==> src/rtl/result_unload_pkg.sv <==
// Shared definitions for the result unload path: default geometry, byte
// derivation helpers and the unload FSM state encoding.
package result_unload_pkg;

    localparam int NUM_WORDS_DEF = 16;
    localparam int WORD_W_DEF    = 18;
    localparam int ADDR_W_DEF    = 4;

    // Bytes needed to carry one result word, rounding partial bytes up.
    function automatic int bytes_per_word(input int word_w);
        return (word_w + 7) / 8;
    endfunction

    function automatic int cnt_w(input int n);
        return (n > 1) ? $clog2(n) : 1;
    endfunction

    typedef enum logic [2:0] {
        ST_IDLE  = 3'd0,
        ST_FETCH = 3'd1,
        ST_WAIT  = 3'd2,
        ST_SEND  = 3'd3,
        ST_DONE  = 3'd4
    } unload_state_t;

endpackage

==> src/rtl/result_unload_if.sv <==
// Bundle between the unload block, the result memory read port and the
// host-facing byte stream.
interface result_unload_if #(
    parameter int WORD_W = result_unload_pkg::WORD_W_DEF,
    parameter int ADDR_W = result_unload_pkg::ADDR_W_DEF
);
    logic              start;
    logic              mem_rd_en;
    logic [ADDR_W-1:0] mem_addr;
    logic [WORD_W-1:0] mem_rd_data;
    logic [7:0]        data_out;
    logic              valid_out;
    logic              ready_in;
    logic              busy;
    logic              done;

    // Byte stream: a byte transfers on a rising edge where valid_out && ready_in;
    // once raised, valid_out and data_out stay stable until that transfer.
    modport master (
        input  start, mem_rd_data, ready_in,
        output mem_rd_en, mem_addr, data_out, valid_out, busy, done
    );

    modport slave (
        output start, mem_rd_data, ready_in,
        input  mem_rd_en, mem_addr, data_out, valid_out, busy, done
    );

endinterface

==> src/rtl/result_unload_byte_serializer.sv <==
// Holds one zero-extended result word and emits it MSB byte first on a
// valid/ready stream; reports the final byte so the FSM can move on.
module result_unload_byte_serializer
    import result_unload_pkg::*;
#(
    parameter int WORD_W = WORD_W_DEF
) (
    input  logic              clk,
    input  logic              rst,
    input  logic              load,
    input  logic [WORD_W-1:0] word,
    input  logic              ready_in,
    output logic [7:0]        data_out,
    output logic              valid_out,
    output logic              fire,
    output logic              last_byte
);
    localparam int BPW  = bytes_per_word(WORD_W);
    localparam int SR_W = 8 * BPW;
    localparam int BC_W = cnt_w(BPW);

    logic [SR_W-1:0] sr;
    logic [BC_W-1:0] byte_cnt;

    assign data_out  = sr[SR_W-1 -: 8];
    assign fire      = valid_out && ready_in;
    assign last_byte = (byte_cnt == BC_W'(BPW - 1));

    always_ff @(posedge clk or posedge rst) begin
        if (rst) begin
            sr        <= '0;
            byte_cnt  <= '0;
            valid_out <= 1'b0;
        end else if (load) begin
            sr        <= SR_W'(word);
            byte_cnt  <= '0;
            valid_out <= 1'b1;
        end else if (fire) begin
            // The last byte stays on data_out after the transfer; only valid drops.
            if (last_byte) begin
                byte_cnt  <= '0;
                valid_out <= 1'b0;
            end else begin
                sr       <= sr << 8;
                byte_cnt <= byte_cnt + BC_W'(1);
            end
        end
    end

endmodule

==> src/rtl/result_unload.sv <==
// Unloads NUM_WORDS results from the synchronous result memory after finish
// and streams them to the host one byte at a time, pulsing done at the end.
module result_unload
    import result_unload_pkg::*;
#(
    parameter int NUM_WORDS = NUM_WORDS_DEF,
    parameter int WORD_W    = WORD_W_DEF,
    parameter int ADDR_W    = ADDR_W_DEF
) (
    input  logic           clk,
    input  logic           rst,
    result_unload_if.master bus,
    output unload_state_t  state_dbg
);
    unload_state_t     state_q, state_d;
    logic [ADDR_W-1:0] word_cnt_q, word_cnt_d;
    logic [ADDR_W-1:0] mem_addr_q, mem_addr_d;
    logic              mem_rd_en_q, mem_rd_en_d;
    logic              busy_q, busy_d;
    logic              done_q, done_d;
    logic              load;
    logic              fire;
    logic              last_byte;
    logic [7:0]        ser_data;
    logic              ser_valid;

    result_unload_byte_serializer #(.WORD_W(WORD_W)) u_ser (
        .clk       (clk),
        .rst       (rst),
        .load      (load),
        .word      (bus.mem_rd_data),
        .ready_in  (bus.ready_in),
        .data_out  (ser_data),
        .valid_out (ser_valid),
        .fire      (fire),
        .last_byte (last_byte)
    );

    always_ff @(posedge clk or posedge rst) begin
        if (rst) begin
            state_q     <= ST_IDLE;
            word_cnt_q  <= '0;
            mem_addr_q  <= '0;
            mem_rd_en_q <= 1'b0;
            busy_q      <= 1'b0;
            done_q      <= 1'b0;
        end else begin
            state_q     <= state_d;
            word_cnt_q  <= word_cnt_d;
            mem_addr_q  <= mem_addr_d;
            mem_rd_en_q <= mem_rd_en_d;
            busy_q      <= busy_d;
            done_q      <= done_d;
        end
    end

    // Outputs are registered, so each read strobe is set up on the edge that enters FETCH.
    always_comb begin
        state_d     = state_q;
        word_cnt_d  = word_cnt_q;
        mem_addr_d  = mem_addr_q;
        mem_rd_en_d = 1'b0;
        busy_d      = busy_q;
        done_d      = 1'b0;
        load        = 1'b0;
        case (state_q)
            ST_IDLE: begin
                if (bus.start) begin
                    state_d     = ST_FETCH;
                    busy_d      = 1'b1;
                    mem_rd_en_d = 1'b1;
                    mem_addr_d  = word_cnt_q;
                end
            end
            ST_FETCH: state_d = ST_WAIT;
            ST_WAIT: begin
                load    = 1'b1;
                state_d = ST_SEND;
            end
            ST_SEND: begin
                if (fire && last_byte) begin
                    if (word_cnt_q == ADDR_W'(NUM_WORDS - 1)) begin
                        state_d    = ST_DONE;
                        word_cnt_d = '0;
                        busy_d     = 1'b0;
                        done_d     = 1'b1;
                    end else begin
                        state_d     = ST_FETCH;
                        word_cnt_d  = word_cnt_q + ADDR_W'(1);
                        mem_rd_en_d = 1'b1;
                        mem_addr_d  = word_cnt_q + ADDR_W'(1);
                    end
                end
            end
            ST_DONE: state_d = ST_IDLE;
            default: state_d = ST_IDLE;
        endcase
    end

    assign bus.mem_rd_en = mem_rd_en_q;
    assign bus.mem_addr  = mem_addr_q;
    assign bus.data_out  = ser_data;
    assign bus.valid_out = ser_valid;
    assign bus.busy      = busy_q;
    assign bus.done      = done_q;
    assign state_dbg     = state_q;

endmodule
==> src/flat_wrapper.sv <==
// flat-port wrapper written by rule: the top's interface ports become plain ports
module result_unload_flat import result_unload_pkg::*;
#(
    parameter int NUM_WORDS = NUM_WORDS_DEF,
    parameter int WORD_W    = WORD_W_DEF,
    parameter int ADDR_W    = ADDR_W_DEF
)
  (clk, rst, state_dbg, bus_start, bus_mem_rd_data, bus_ready_in, bus_mem_rd_en, bus_mem_addr, bus_data_out, bus_valid_out, bus_busy, bus_done);
  result_unload_if #(.WORD_W(WORD_W), .ADDR_W(ADDR_W)) bus_i ();
  input  logic clk;
  input  logic rst;
  output unload_state_t state_dbg;
  input wire logic [$bits(bus_i.start)-1:0] bus_start;
  input wire logic [$bits(bus_i.mem_rd_data)-1:0] bus_mem_rd_data;
  input wire logic [$bits(bus_i.ready_in)-1:0] bus_ready_in;
  output wire logic [$bits(bus_i.mem_rd_en)-1:0] bus_mem_rd_en;
  output wire logic [$bits(bus_i.mem_addr)-1:0] bus_mem_addr;
  output wire logic [$bits(bus_i.data_out)-1:0] bus_data_out;
  output wire logic [$bits(bus_i.valid_out)-1:0] bus_valid_out;
  output wire logic [$bits(bus_i.busy)-1:0] bus_busy;
  output wire logic [$bits(bus_i.done)-1:0] bus_done;
  assign bus_i.start = bus_start;
  assign bus_i.mem_rd_data = bus_mem_rd_data;
  assign bus_i.ready_in = bus_ready_in;
  assign bus_mem_rd_en = bus_i.mem_rd_en;
  assign bus_mem_addr = bus_i.mem_addr;
  assign bus_data_out = bus_i.data_out;
  assign bus_valid_out = bus_i.valid_out;
  assign bus_busy = bus_i.busy;
  assign bus_done = bus_i.done;
  result_unload #(.NUM_WORDS(NUM_WORDS), .WORD_W(WORD_W), .ADDR_W(ADDR_W)) u_core (.clk(clk), .rst(rst), .bus(bus_i), .state_dbg(state_dbg));
endmodule
==> config.mk <==
export PLATFORM = sky130hd
export DESIGN_NAME = result_unload_flat
export DESIGN_NICKNAME = d
export VERILOG_FILES = /design/src/rtl/result_unload_pkg.sv /design/src/rtl/result_unload_if.sv /design/src/rtl/result_unload_byte_serializer.sv /design/src/rtl/result_unload.sv /design/src/flat_wrapper.sv
export SDC_FILE = /design/constraint.sdc
export NUM_CORES = 1
export LEC_CHECK = 0
export BUFFER_PORTS_ARGS = -buffer_cell sky130_fd_sc_hd__buf_2
export CAP_MARGIN = 30
export CELL_PAD_IN_SITES_DETAIL_PLACEMENT = 1
export CELL_PAD_IN_SITES_GLOBAL_PLACEMENT = 2
export CORE_ASPECT_RATIO = 0.75
export CORE_MARGIN = 1
export CORE_UTILIZATION = 33
export CTS_CLUSTER_DIAMETER = 100
export DETAILED_ROUTE_END_ITERATION = 8
export GPL_TIMING_DRIVEN = 0
export HOLD_SLACK_MARGIN = 0.06
export PLACE_DENSITY_LB_ADDON = 0.1
export SLEW_MARGIN = 20
export SYNTH_ARGS = -nofsm -noshare
export SYNTH_HDL_FRONTEND = slang
export SYNTH_SLANG_ARGS = --single-unit
export TNS_END_PERCENT = 20
==> constraint.sdc <==
create_clock -name clk -period 2.1 [get_ports clk]
set_input_delay 0.21 -clock clk [delete_from_list [all_inputs] [get_ports clk]]
set_output_delay 0.21 -clock clk [all_outputs]
set_load 0.02 [all_outputs]
==> results.md, run 1 <==
* Leakage at 0.00109 uW
* Least-Margin Pin Slew at 0.534 ns
* Final Non-Filler Cells at 309
* FF+latch count, synth at 41
* FMAX at 0.572 GHz
* Maxcap violations at 0
* Clock Skews at 0.00301 ns
* TritonCTS Sinks at 41
* Min-delay worst type: in -> reg
* Vias in the first global route at 1,612
* Crit. End Element: flop
* Mux contribution to synthesized area at 0.0311
* Root Buffer: clkbuf_8
* Post-synth cell types at 36
* PD cells at 1280 nW/um^2
* Synth Area in Adders at 0.00647
* Critical path type: reg -> reg
* Critical Path RT at 2.27 ns
* Largest family of logic cells by synthesized area: compound AO/OA/AOI/OAI gates
* Buffers on Ports at 40
* Final slew viol count at 0
* Final hold vios at 0
* CTS tree: done
* Die Ht at 68.3 um
* GRT overflow at 0
* Diode count at 0
* Synth area leader: dfrtp_1
* Mapped Cells at 186
* Mapped Area at 1930 sq um
* WL final at 5080 um
* Clk buf depth at 2
* Synth Area in Compound Gates at 0.182
* Simple-gate share of the synthesized area at 0.165
* Yosys top cell area share at 0.531
* Total Power at 2970 uW
* Synth Area in XOR/XNOR at 0.0136
* Relative slew slack at 0.643
* CORE AREA at 5500 sq um
* P&R area growth vs syn at 20.6%
* M1 WL at 2610 um
* Top sig layer: met4
* Routed length per instance at 16.4 um
* DR WL met3 at 180 um
* Critical Path Source Type: flop
* Via/cell ratio at 5.02
* Vias at 1,550
* Dpl cells at 302
* RSZ-0062 raised after global routing: false
* Endpoints failing setup at 0
* First-pass GRT wire length at 8330 um
* Peak VDD IR at 0.401 mV
* Starting Density at 0.352
* Layout cells sized above 1 at 0.316
* CTS Buf Count at 5
* Outcome: finished, final reports clean
* 1st-iter DRT viols at 67
* DP HPWL at 3800 um
* Tot GR Track Use at 0.179
* Syn nets at 209
* Fin crit period at 1.75 ns
* EDFF count, synth at 0
* Die width at 90.4 um
* Wire length on met2 at 2250 um
* Die ar. at 6170 sq um
* Setup tns final at 0 ns
* Pin count of the biggest net entering global routing at 30
* Io pins at 41
* Worst EP arrival at 1.92 ns
* Fin crit share at 0.832
* Clk_lat worst skew at 0.28 ns
* Placer Congestion at 0.717
* Clk slew on worst S/H paths at 0.07 ns
* Initial antenna violation count at 0
* Mean Syn Cell Area at 10.4 sq um
* FFs w/ async S/R, synth at 1.00
* Synth warnings at 0
* Drt pass-1 iters at 4
* Htree depth at 2
* Antenna Nets Post-Route at 0
* Row count at 23
* Primary FF master, synth: dfrtp_1
* DRC violations left at 0
* Worst-path fanout max at 8
* Main area contributors after synthesis: dfrtp_1, o21ai_0, nand3_1
* Register area share after synthesis at 0.531
* Nets at 258
## Yosys cell counts, drive strengths merged, types with 3 or more instances
cell type,number
xnor2,3
buf,17
inv,3
clkbuf,4
a31oi,11
o21ai,22
a22o,8
nand3,20
nor2,11
mux2,4
a21oi,10
nand2,6
nor3,3
dfrtp,41
## metrics by stage
stage	area, sq um	setup slack, ns	utilization	hold WS [ns]
after floorplan	1930	0.514	-	0.350
after global placement	2230	0.410	0.405	0.435
after detailed placement	2250	0.372	0.409	0.175
after CTS	2330	0.354	0.424	0.134
after global routing	2330	0.277	0.424	0.146
final	2330	0.353	0.424	0.147
## worst max-delay path, stage by stage (launching register included)
cell and delay, ns:
dfrtp_1 0.43, ha_1 0.23, nand3_1 0.30, a31o_4 0.36, mux2_4 0.30
## placed cells by master, fill, tap and decap left out, types with 2 or more instances in the layout
master / Yosys / final
a31oi_1: 11 / 11
o21ai_0: 22 / 22
buf_2: 8 / 48
clkbuf_1: 4 / 4
a21oi_1: 9 / 9
buf_4: 8 / 8
nand2_1: 6 / 6
xnor2_1: 3 / 3
nor3_1: 3 / 3
inv_1: 3 / 2
mux2_4: 4 / 4
o21bai_1: 2 / 2
nand3_1: 20 / 20
or3_1: 2 / 2
dfrtp_1: 41 / 41
nor2_1: 11 / 11
nand4b_1: 2 / 2
nand3b_1: 2 / 2
clkbuf_8: 0 / 5
a22o_1: 8 / 8
## layout make-up
type	count	area, sq um
repair buffers	42	230
inverters	3	11.3
fillers	656	3170
multi-input cells	121	769
plain buffers	21	126
clock buffers	5	68.8
flip-flops and latches	41	1030
well taps	75	93.8
clock inverters	1	5.00
## final timing paths
path                                                   from                            endpoint  slack (ns)  cells past startpoint
max                        u_core.word_cnt_q[0]$_DFFE_PP0P_  u_core.bus.mem_addr[1]$_DFFE_PP0P_        0.35                      4
min                                      bus_mem_rd_data[6]      u_core.u_ser.sr[6]$_DFFE_PP0P_        0.15                      2
max reg2reg                u_core.word_cnt_q[0]$_DFFE_PP0P_  u_core.bus.mem_addr[1]$_DFFE_PP0P_        0.35                      4
min reg2reg                  u_core.u_ser.sr[0]$_DFFE_PP0P_      u_core.u_ser.sr[0]$_DFFE_PP0P_        0.51                      1
max in group asynchronous                               rst      u_core.u_ser.sr[0]$_DFFE_PP0P_        1.24                      4
min in group asynchronous                               rst           u_core.bus.done$_DFF_PP0_        0.42                      3
## layer usage
metal	up-vias	GRT usage
li1	764	-
met2	32	0.273
met3	2	0.0389
met1	752	0.253
met5	-	0
met4	0	0.0585
## logic make-up after synthesis
family | Yosys count
AOI/OAI and AO/OA | 56
xor gates and xnor gates | 3
adders and majority gates | 1
buffers and inverters | 24
DFF | 41
muxes | 4
and+or+nand+nor | 57
## state kept, by name, summed over array words and instances, names as in the netlist
register / cells
u_core.u_ser.byte_cnt: 2
u_core.bus.mem_addr: 4
u_core.bus.busy: 1
u_core.word_cnt_q: 4
u_core.state_dbg: 3
u_core.bus.done: 1
u_core.u_ser.valid_out: 1
u_core.u_ser.sr: 24
u_core.bus.mem_rd_en: 1
## repair_timing
item,in CTS,in global routing
hold buffers,1,0
resized for setup,0,0
endpoints found under the hold margin,12,0
buffers inserted,0,0
## power breakdown
part           switching (uW)  leakage, uW  internal, uW
sequential                206     0.000525          1080
clock                     255    0.0000399           219
combinational             673     0.000527           541
Note: power is estimated with default switching activity, not from simulation.
==> run 2: changes to the inputs <==
--- a/config.mk
+++ b/config.mk
@@ -5,13 +5,14 @@
 export SDC_FILE = /design/constraint.sdc
 export NUM_CORES = 1
 export LEC_CHECK = 0
+export ABC_AREA = 1
 export BUFFER_PORTS_ARGS = -buffer_cell sky130_fd_sc_hd__buf_2
 export CAP_MARGIN = 30
 export CELL_PAD_IN_SITES_DETAIL_PLACEMENT = 1
 export CELL_PAD_IN_SITES_GLOBAL_PLACEMENT = 2
 export CORE_ASPECT_RATIO = 0.75
 export CORE_MARGIN = 1
-export CORE_UTILIZATION = 33
+export CORE_UTILIZATION = 29
 export CTS_CLUSTER_DIAMETER = 100
 export DETAILED_ROUTE_END_ITERATION = 8
 export GPL_TIMING_DRIVEN = 0
==> constraint.sdc (replaced) <==
create_clock -name clk -period 1.6 [get_ports clk]
set_input_delay 0.16 -clock clk [delete_from_list [all_inputs] [get_ports clk]]
set_output_delay 0.16 -clock clk [all_outputs]
set_load 0.02 [all_outputs]
==> results.md, run 2 <==
* Max FFs per register at 24 (unchanged)
* FF+latch count, synth at 41 (unchanged)
* Worst slack, placed at 0.174 ns (was 0.372 ns)
* Net switching power figure at 1920 uW (was 1130 uW)
* Critical path's top delay family: simple AND/OR/NAND/NOR gates (was flip-flops)
* RSZ-0062 raised after global routing: false (unchanged)
* Syn nets at 238 (was 209)
* Clk_lat worst skew at 0.30 ns (was 0.28 ns)
* Critical path type: reg -> reg (unchanged)
* Tot GR Track Use at 0.147 (was 0.179)
* Fill cells at 759 (was 656)
* Worst-path fanout max at 9 (was 8)
* Relative slew slack at 0.716 (was 0.643)
* CORE AREA at 6350 sq um (was 5500 sq um)
* Diode count at 0 (unchanged)
* Synth area leader: dfrtp_1 (unchanged)
* Fin crit share at 0.880 (was 0.832)
* Crit. End Element: flop (unchanged)
* Least-Margin Pin Slew at 0.426 ns (was 0.534 ns)
* DR WL met3 at 170 um (was 180 um)
* Yosys top cell area share at 0.536 (was 0.531)
* Buffers on Ports at 40 (unchanged)
* Synth warnings at 0 (unchanged)
* WL final at 4420 um (was 5080 um)
* Endpoints failing setup at 0 (unchanged)
* TritonCTS Sinks at 41 (unchanged)
* Antenna Nets Post-Route at 0 (unchanged)
* Via/cell ratio at 4.37 (was 5.02)
* Worst EP arrival at 1.65 ns (was 1.92 ns)
* Final worst setup slack at 0.192 ns (was 0.353 ns)
* Htree depth at 2 (unchanged)
* Wire length on met2 at 1690 um (was 2250 um)
* Commonest non-fill, non-tap cell in the layout: nand2_1 (was buf_2)
* Critical Path Source Type: flop (unchanged)
* Routed length per instance at 12.8 um (was 16.4 um)
* Clk slew on worst S/H paths at 0.09 ns (was 0.07 ns)
* Fin crit period at 1.41 ns (was 1.75 ns)
* First-pass GRT wire length at 7600 um (was 8330 um)
* Maxcap violations at 0 (unchanged)
* Clk buf depth at 2 (unchanged)
* PD cells at 1990 nW/um^2 (was 1280 nW/um^2)
* Final hold vios at 0 (unchanged)
* Die ar. at 6930 sq um (was 6170 sq um)
* Vias at 1,511 (was 1,550)
* Die Ht at 72.3 um (was 68.3 um)
* DP HPWL at 3230 um (was 3800 um)
* FMAX at 0.710 GHz (was 0.572 GHz)
* Critical Path RT at 1.84 ns (was 2.27 ns)
* Layout cells sized above 1 at 0.294 (was 0.316)
* Primary FF master, synth: dfrtp_1 (unchanged)
* Area of the multi-input gates at 721 sq um (was 769 sq um)
* Clock power frac at 0.211 (was 0.159)
* Internal power at 2820 uW (was 1840 uW)
* Most frequent cell after synthesis: nand2_1 (was dfrtp_1)
* CP Buf/Inv Count at 1 (was 0)
* Design Area, Final at 2380 sq um (was 2330 sq um)
* Row count at 25 (was 23)
* Comb power frac at 0.427 (was 0.408)
* Main area contributors after synthesis: dfrtp_1, nand2_1, o21ai_0 (was dfrtp_1, o21ai_0, nand3_1)
* Peak VDD IR at 0.535 mV (was 0.401 mV)
* CP max stage cell: nor2_2 (was dfrtp_1)
* Root Buffer: clkbuf_8 (unchanged)
* Top sig layer: met4 (unchanged)
* Most frequent cells in the layout: nand2_1, buf_2, dfrtp_1 (was buf_2, dfrtp_1, o21ai_0)
* Switching part of the total power at 0.405 (was 0.381)
* Min-delay worst type: in -> reg (unchanged)
* Largest stage delay on the critical path at 0.40 ns (was 0.43 ns)
* FFs w/ async S/R, synth at 1.00 (unchanged)
* Placer Congestion at 0.736 (was 0.717)
* Clock Skews at 0.00725 ns (was 0.00301 ns)
* Leakage at 0.00127 uW (was 0.00109 uW)
* Vias in the first global route at 1,529 (was 1,612)
* CTS tree: done (unchanged)
* Drt pass-1 iters at 4 (unchanged)
* Pin count of the biggest net entering global routing at 32 (was 30)
* CTS Buf Count at 5 (unchanged)
* EDFF count, synth at 0 (unchanged)
* Register area share after synthesis at 0.536 (was 0.531)
* Share of power burned in registers at 0.363 (was 0.433)
* Nets at 287 (was 258)
* Crit-path cells: nand2_2 > inv_1 > nand2_2 > nor2_2 > nand2_1 > nand2_1 (was ha_1 > nand3_1 > a31o_4 > mux2_4)
* M1 WL at 2510 um (was 2610 um)
* Largest Register: u_core.u_ser.sr (unchanged)
* 1st-iter DRT viols at 64 (was 67)
* Initial antenna violation count at 0 (unchanged)
* P&R area growth vs syn at 24.6% (was 20.6%)
* DRC violations left at 0 (unchanged)
* Io pins at 41 (unchanged)
* Outcome: finished, final reports clean (unchanged)
* Setup tns final at 0 ns (unchanged)
* Final slew viol count at 0 (unchanged)
* Mapped Cells at 215 (was 186)
* Post-Place Cell Area at 2230 sq um (was 2250 sq um)
* Post-synth cell types at 26 (was 36)
* GRT overflow at 0 (unchanged)
* Commonest cells in the netlist: nand2_1, dfrtp_1, o21ai_0, inv_1, nand3_1 (was dfrtp_1, o21ai_0, nand3_1, a31oi_1, nor2_1)
* Register area at 1030 sq um (unchanged)
* Mapped Area at 1910 sq um (was 1930 sq um)
* Mean Syn Cell Area at 8.90 sq um (was 10.4 sq um)
* Starting Density at 0.301 (was 0.352)
* Die width at 95.8 um (was 90.4 um)
run 2: cell types whose count changed in the layout (fill, tap and decap cells not counted), moves of 8 or more:
cell	before	now
inv_1	2	18
nand3_1	20	9
a22o_1	8	0
a31oi_1	11	0
nand2_1	6	76
nor2_1	11	3
run 2: worst reg2reg max path: stages (launching register included):
cell	delay [ns]
dfrtp_1	0.39
nand2_2	0.13
inv_1	0.09
nand2_2	0.13
nor2_2	0.40
nand2_1	0.12
nand2_1	0.09
run 2: repair_timing:
action	4_1_cts	5_1_grt
gates resized for setup	0	1
hold buffers	1	0
hold endpoints to repair	10	0
setup buffers	0	0
endpoints found under the setup margin	0	2
run 2: path summary, 6_finish.rpt:
kind / from / endpoint / slack (ns) / depth (start not counted)
max: u_core.u_ser.valid_out$_DFFE_PP0P_ / u_core.u_ser.sr[19]$_DFFE_PP0P_ / 0.19 / 6
min in group asynchronous: rst / u_core.bus.mem_rd_en$_DFF_PP0_ / 0.34 / 3
min: bus_mem_rd_data[7] / u_core.u_ser.sr[7]$_DFFE_PP0P_ / 0.06 / 3
max reg2reg: u_core.u_ser.valid_out$_DFFE_PP0P_ / u_core.u_ser.sr[19]$_DFFE_PP0P_ / 0.19 / 6
min reg2reg: u_core.u_ser.sr[19]$_DFFE_PP0P_ / u_core.u_ser.sr[19]$_DFFE_PP0P_ / 0.48 / 2
max in group asynchronous: rst / u_core.state_dbg[1]$_DFFE_PP0P_ / 0.82 / 4
run 2: through the flow:
step           total power, uW   util  hold slack (ns)  std cells
2_1_floorplan             3210      -            0.277        215
3_3_place_gp              3760  0.349            0.368        336
3_5_place_dp              3800  0.352            0.115        337
4_1_cts                   4810  0.375           0.0630        346
5_1_grt                   5200  0.375           0.0666        346
6_report                  4750  0.375           0.0639        346
run 2: cells by family after synthesis:
group,after synthesis,synth area share
XOR/XNOR,1,0.00458
AO/OA/AOI/OAI,36,0.101
AND/OR/NAND/NOR,104,0.262
flip-flops,41,0.536
buffers and inverters,32,0.0896
adder cells (fa/ha/maj),1,0.00654
run 2: final cells by class:
| cell class | instances | area share |
|---|---|---|
| plain buffers | 11 | 0.0367 |
| well taps | 81 | 0.0425 |
| clock inverters | 3 | 0.0273 |
| flip-flops and latches | 41 | 0.430 |
| repair buffers | 42 | 0.0966 |
| clock buffers | 5 | 0.0289 |
| multi-input cells | 142 | 0.302 |
| inverters | 21 | 0.0352 |
run 2: power groups by stage:
stage / clock network [uW] / logic, uW / registers [uW]
after global placement: 0 / 2030 / 1730
after detailed placement: 0 / 2060 / 1740
after global routing: 1070 / 2340 / 1780
final: 1000 / 2030 / 1720
after CTS: 1020 / 2070 / 1720
after floorplan: 0 / 1400 / 1810
run 2: metal layers:
metal | up-vias | GRT usage
met1 | 697 | 0.226
met5 | - | 0
li1 | 777 | -
met3 | 4 | 0.0409
met4 | 0 | 0.0448
met2 | 33 | 0.197
==> run 3: changes to the inputs <==
--- a/config.mk
+++ b/config.mk
@@ -17,6 +17,7 @@
 export DETAILED_ROUTE_END_ITERATION = 8
 export GPL_TIMING_DRIVEN = 0
 export HOLD_SLACK_MARGIN = 0.06
+export MAX_ROUTING_LAYER = met4
 export PLACE_DENSITY_LB_ADDON = 0.1
 export SLEW_MARGIN = 20
 export SYNTH_ARGS = -nofsm -noshare
==> results.md, run 3 (same netlist as run 2, synthesis figures left out) <==
* Outcome: finished, final reports clean (unchanged)
* Pin count of the biggest net entering global routing at 32 (unchanged)
* Cells on worst reg2reg path at 6 (unchanged)
* Endpoints failing setup at 0 (unchanged)
* Hold Startpoint: bus_mem_rd_data[7] (unchanged)
* TritonCTS Sinks at 41 (unchanged)
* Post-Place Cell Area at 2230 sq um (unchanged)
* Starting Density at 0.301 (unchanged)
* Min-delay worst type: in -> reg (unchanged)
* P&R area growth vs syn at 24.6% (unchanged)
* Fill cells at 759 (unchanged)
* Placer Congestion at 0.745 (was 0.736)
* Fin crit period at 1.41 ns (about the same)
* Switching part of the total power at 0.406 (was 0.405)
* Critical path's top delay family: simple AND/OR/NAND/NOR gates (unchanged)
* Die Ht at 72.3 um (unchanged)
* Worst-path fanout max at 9 (unchanged)
* Initial antenna violation count at 0 (unchanged)
* Vias at 1,510 (was 1,511)
* CORE AREA at 6350 sq um (unchanged)
* Least-Margin Pin Slew at 0.428 ns (was 0.426 ns)
* 1st-iter DRT viols at 78 (was 64)
* Layout cells sized above 1 at 0.294 (unchanged)
* First-pass GRT wire length at 7590 um (was 7600 um)
* Final slew viol count at 0 (unchanged)
* Worst reg2reg setup slack at 0.19 ns (about the same)
* CP Buf/Inv Count at 1 (unchanged)
* Critical Path RT at 1.84 ns (about the same)
* Commonest non-fill, non-tap cell in the layout: nand2_1 (unchanged)
* Setup repair bufs after CTS at 0 (unchanged)
* Leakage at 0.00127 uW (unchanged)
* Internal power at 2820 uW (about the same)
* CP max stage cell: nor2_2 (unchanged)
* Relative slew slack at 0.715 (was 0.716)
* Worst EP arrival at 1.65 ns (about the same)
* Clk buf depth at 2 (unchanged)
* Critical Path Source Type: flop (unchanged)
* Crit path from: u_core.u_ser.valid_out$_DFFE_PP0P_ (unchanged)
* Largest stage delay on the critical path at 0.40 ns (about the same)
* Fin crit share at 0.881 (was 0.880)
* Critical path type: reg -> reg (unchanged)
* Root Buffer: clkbuf_8 (unchanged)
* Largest Register: u_core.u_ser.sr (unchanged)
* Most frequent cells in the layout: nand2_1, buf_2, dfrtp_1 (unchanged)
* Net switching power figure at 1930 uW (was 1920 uW)
* Antenna Nets Post-Route at 0 (unchanged)
* Peak VDD IR at 0.535 mV (about the same)
* Max FFs per register at 24 (unchanged)
* Io pins at 41 (unchanged)
* Design Area, Final at 2380 sq um (unchanged)
* CTS tree: done (unchanged)
* Share of power burned in registers at 0.363 (about the same)
* Clk_lat worst skew at 0.30 ns (about the same)
* PD cells at 1990 nW/um^2 (about the same)
* Tot GR Track Use at 0.152 (was 0.147)
* Diode count at 0 (unchanged)
* GRT overflow at 0 (unchanged)
* Hold Crit Depth at 3 (unchanged)
* Nets at 287 (unchanged)
* DP HPWL at 3230 um (unchanged)
* Post-route core utilization at 0.375 (unchanged)
* Maxcap violations at 0 (unchanged)
* FMAX at 0.709 GHz (was 0.710 GHz)
* Crit-path cells: nand2_2 > inv_1 > nand2_2 > nor2_2 > nand2_1 > nand2_1 (unchanged)
* WL final at 4410 um (was 4420 um)
* Routed length per instance at 12.8 um (about the same)
* Die ar. at 6930 sq um (unchanged)
* Htree depth at 2 (unchanged)
* RR Endpoint: u_core.u_ser.sr[19]$_DFFE_PP0P_ (unchanged)
* Setup tns final at 0 ns (unchanged)
* Vias in the first global route at 1,530 (was 1,529)
* Reg2Reg Launch Point: u_core.u_ser.valid_out$_DFFE_PP0P_ (unchanged)
* Die width at 95.8 um (unchanged)
* Drt pass-1 iters at 4 (unchanged)
* Clock Skews at 0.00682 ns (was 0.00725 ns)
* CTS Buf Count at 5 (unchanged)
* Clk slew on worst S/H paths at 0.09 ns (about the same)
* Worst Hold Path EP: u_core.u_ser.sr[7]$_DFFE_PP0P_ (unchanged)
* RSZ-0062 raised after global routing: false (unchanged)
* Clock power frac at 0.210 (was 0.211)
* Buffers on Ports at 40 (unchanged)
* Final hold vios at 0 (unchanged)
* DRC violations left at 0 (unchanged)
* Row count at 25 (unchanged)
* Via/cell ratio at 4.36 (was 4.37)
* Crit. End Element: flop (unchanged)
* Comb power frac at 0.427 (about the same)
* Hold slack at 0.0638 ns (was 0.0639 ns)
-- run 3: repair_timing --
item                                    4_1_cts  5_1_grt
endpoints found under the hold margin        10        0
resized for setup                             0        1
hold buffers                                  1        0
endpoints found under the setup margin        0        2
-- run 3: worst max path at each step --
| stage | slack (ns) | depth (start not counted) | endpoint |
|---|---|---|---|
| 3_3_place_gp | -0.19 | 2 | u_core.state_dbg[1]$_DFFE_PP0P_ |
| 2_1_floorplan | 0.28 | 8 | u_core.u_ser.sr[10]$_DFFE_PP0P_ |
| 5_1_grt | 0.01 | 5 | u_core.u_ser.sr[12]$_DFFE_PP0P_ |
| 6_report | 0.19 | 6 | u_core.u_ser.sr[19]$_DFFE_PP0P_ |
| 4_1_cts | 0.16 | 6 | u_core.bus.mem_addr[3]$_DFFE_PP0P_ |
| 3_5_place_dp | 0.17 | 6 | u_core.u_ser.sr[19]$_DFFE_PP0P_ |
-- run 3: per-layer routing --
| metal | global-route usage | vias to the layer above | wire length (um) |
|---|---|---|---|
| met5 | - | - | 0 |
| met4 | 0.0448 | 0 | 42 |
| met3 | 0.0409 | 4 | 170 |
| met2 | 0.196 | 33 | 1700 |
| met1 | 0.227 | 697 | 2500 |
| li1 | - | 776 | - |
-- run 3: layout make-up --
| cell class | count | area [sq um] | area share |
|---|---|---|---|
| Sequential cell | 41 | 1030 | 0.430 |
| Multi-Input combinational cell | 142 | 721 | 0.302 |
| Timing Repair Buffer | 42 | 230 | 0.0966 |
| Tap cell | 81 | 101 | 0.0425 |
| Buffer | 11 | 87.6 | 0.0367 |
| Inverter | 21 | 83.8 | 0.0352 |
| Clock buffer | 5 | 68.8 | 0.0289 |
| Clock inverter | 3 | 65.1 | 0.0273 |
-- run 3: through the flow --
step	power (uW)	worst slack [ns]	std cells
2_1_floorplan	3210	0.277	215
3_3_place_gp	3760	-0.193	336
6_report	4750	0.190	346
5_1_grt	5200	0.0114	346
4_1_cts	4810	0.158	346
3_5_place_dp	3800	0.174	337
-- run 3: power by group through the flow --
stage                     combinational, uW  sequential [uW]  clock [uW]
after floorplan                        1400             1810           0
after global placement                 2030             1730           0
after detailed placement               2060             1740           0
after CTS                              2070             1720        1020
after global routing                   2340             1780        1070
final                                  2030             1720         999
-- run 3: worst register-to-register path, stage by stage, from the launching register on --
cell and delay, ns:
dfrtp_1 0.39, nand2_2 0.13, inv_1 0.09, nand2_2 0.13
nor2_2 0.40, nand2_1 0.12, nand2_1 0.09
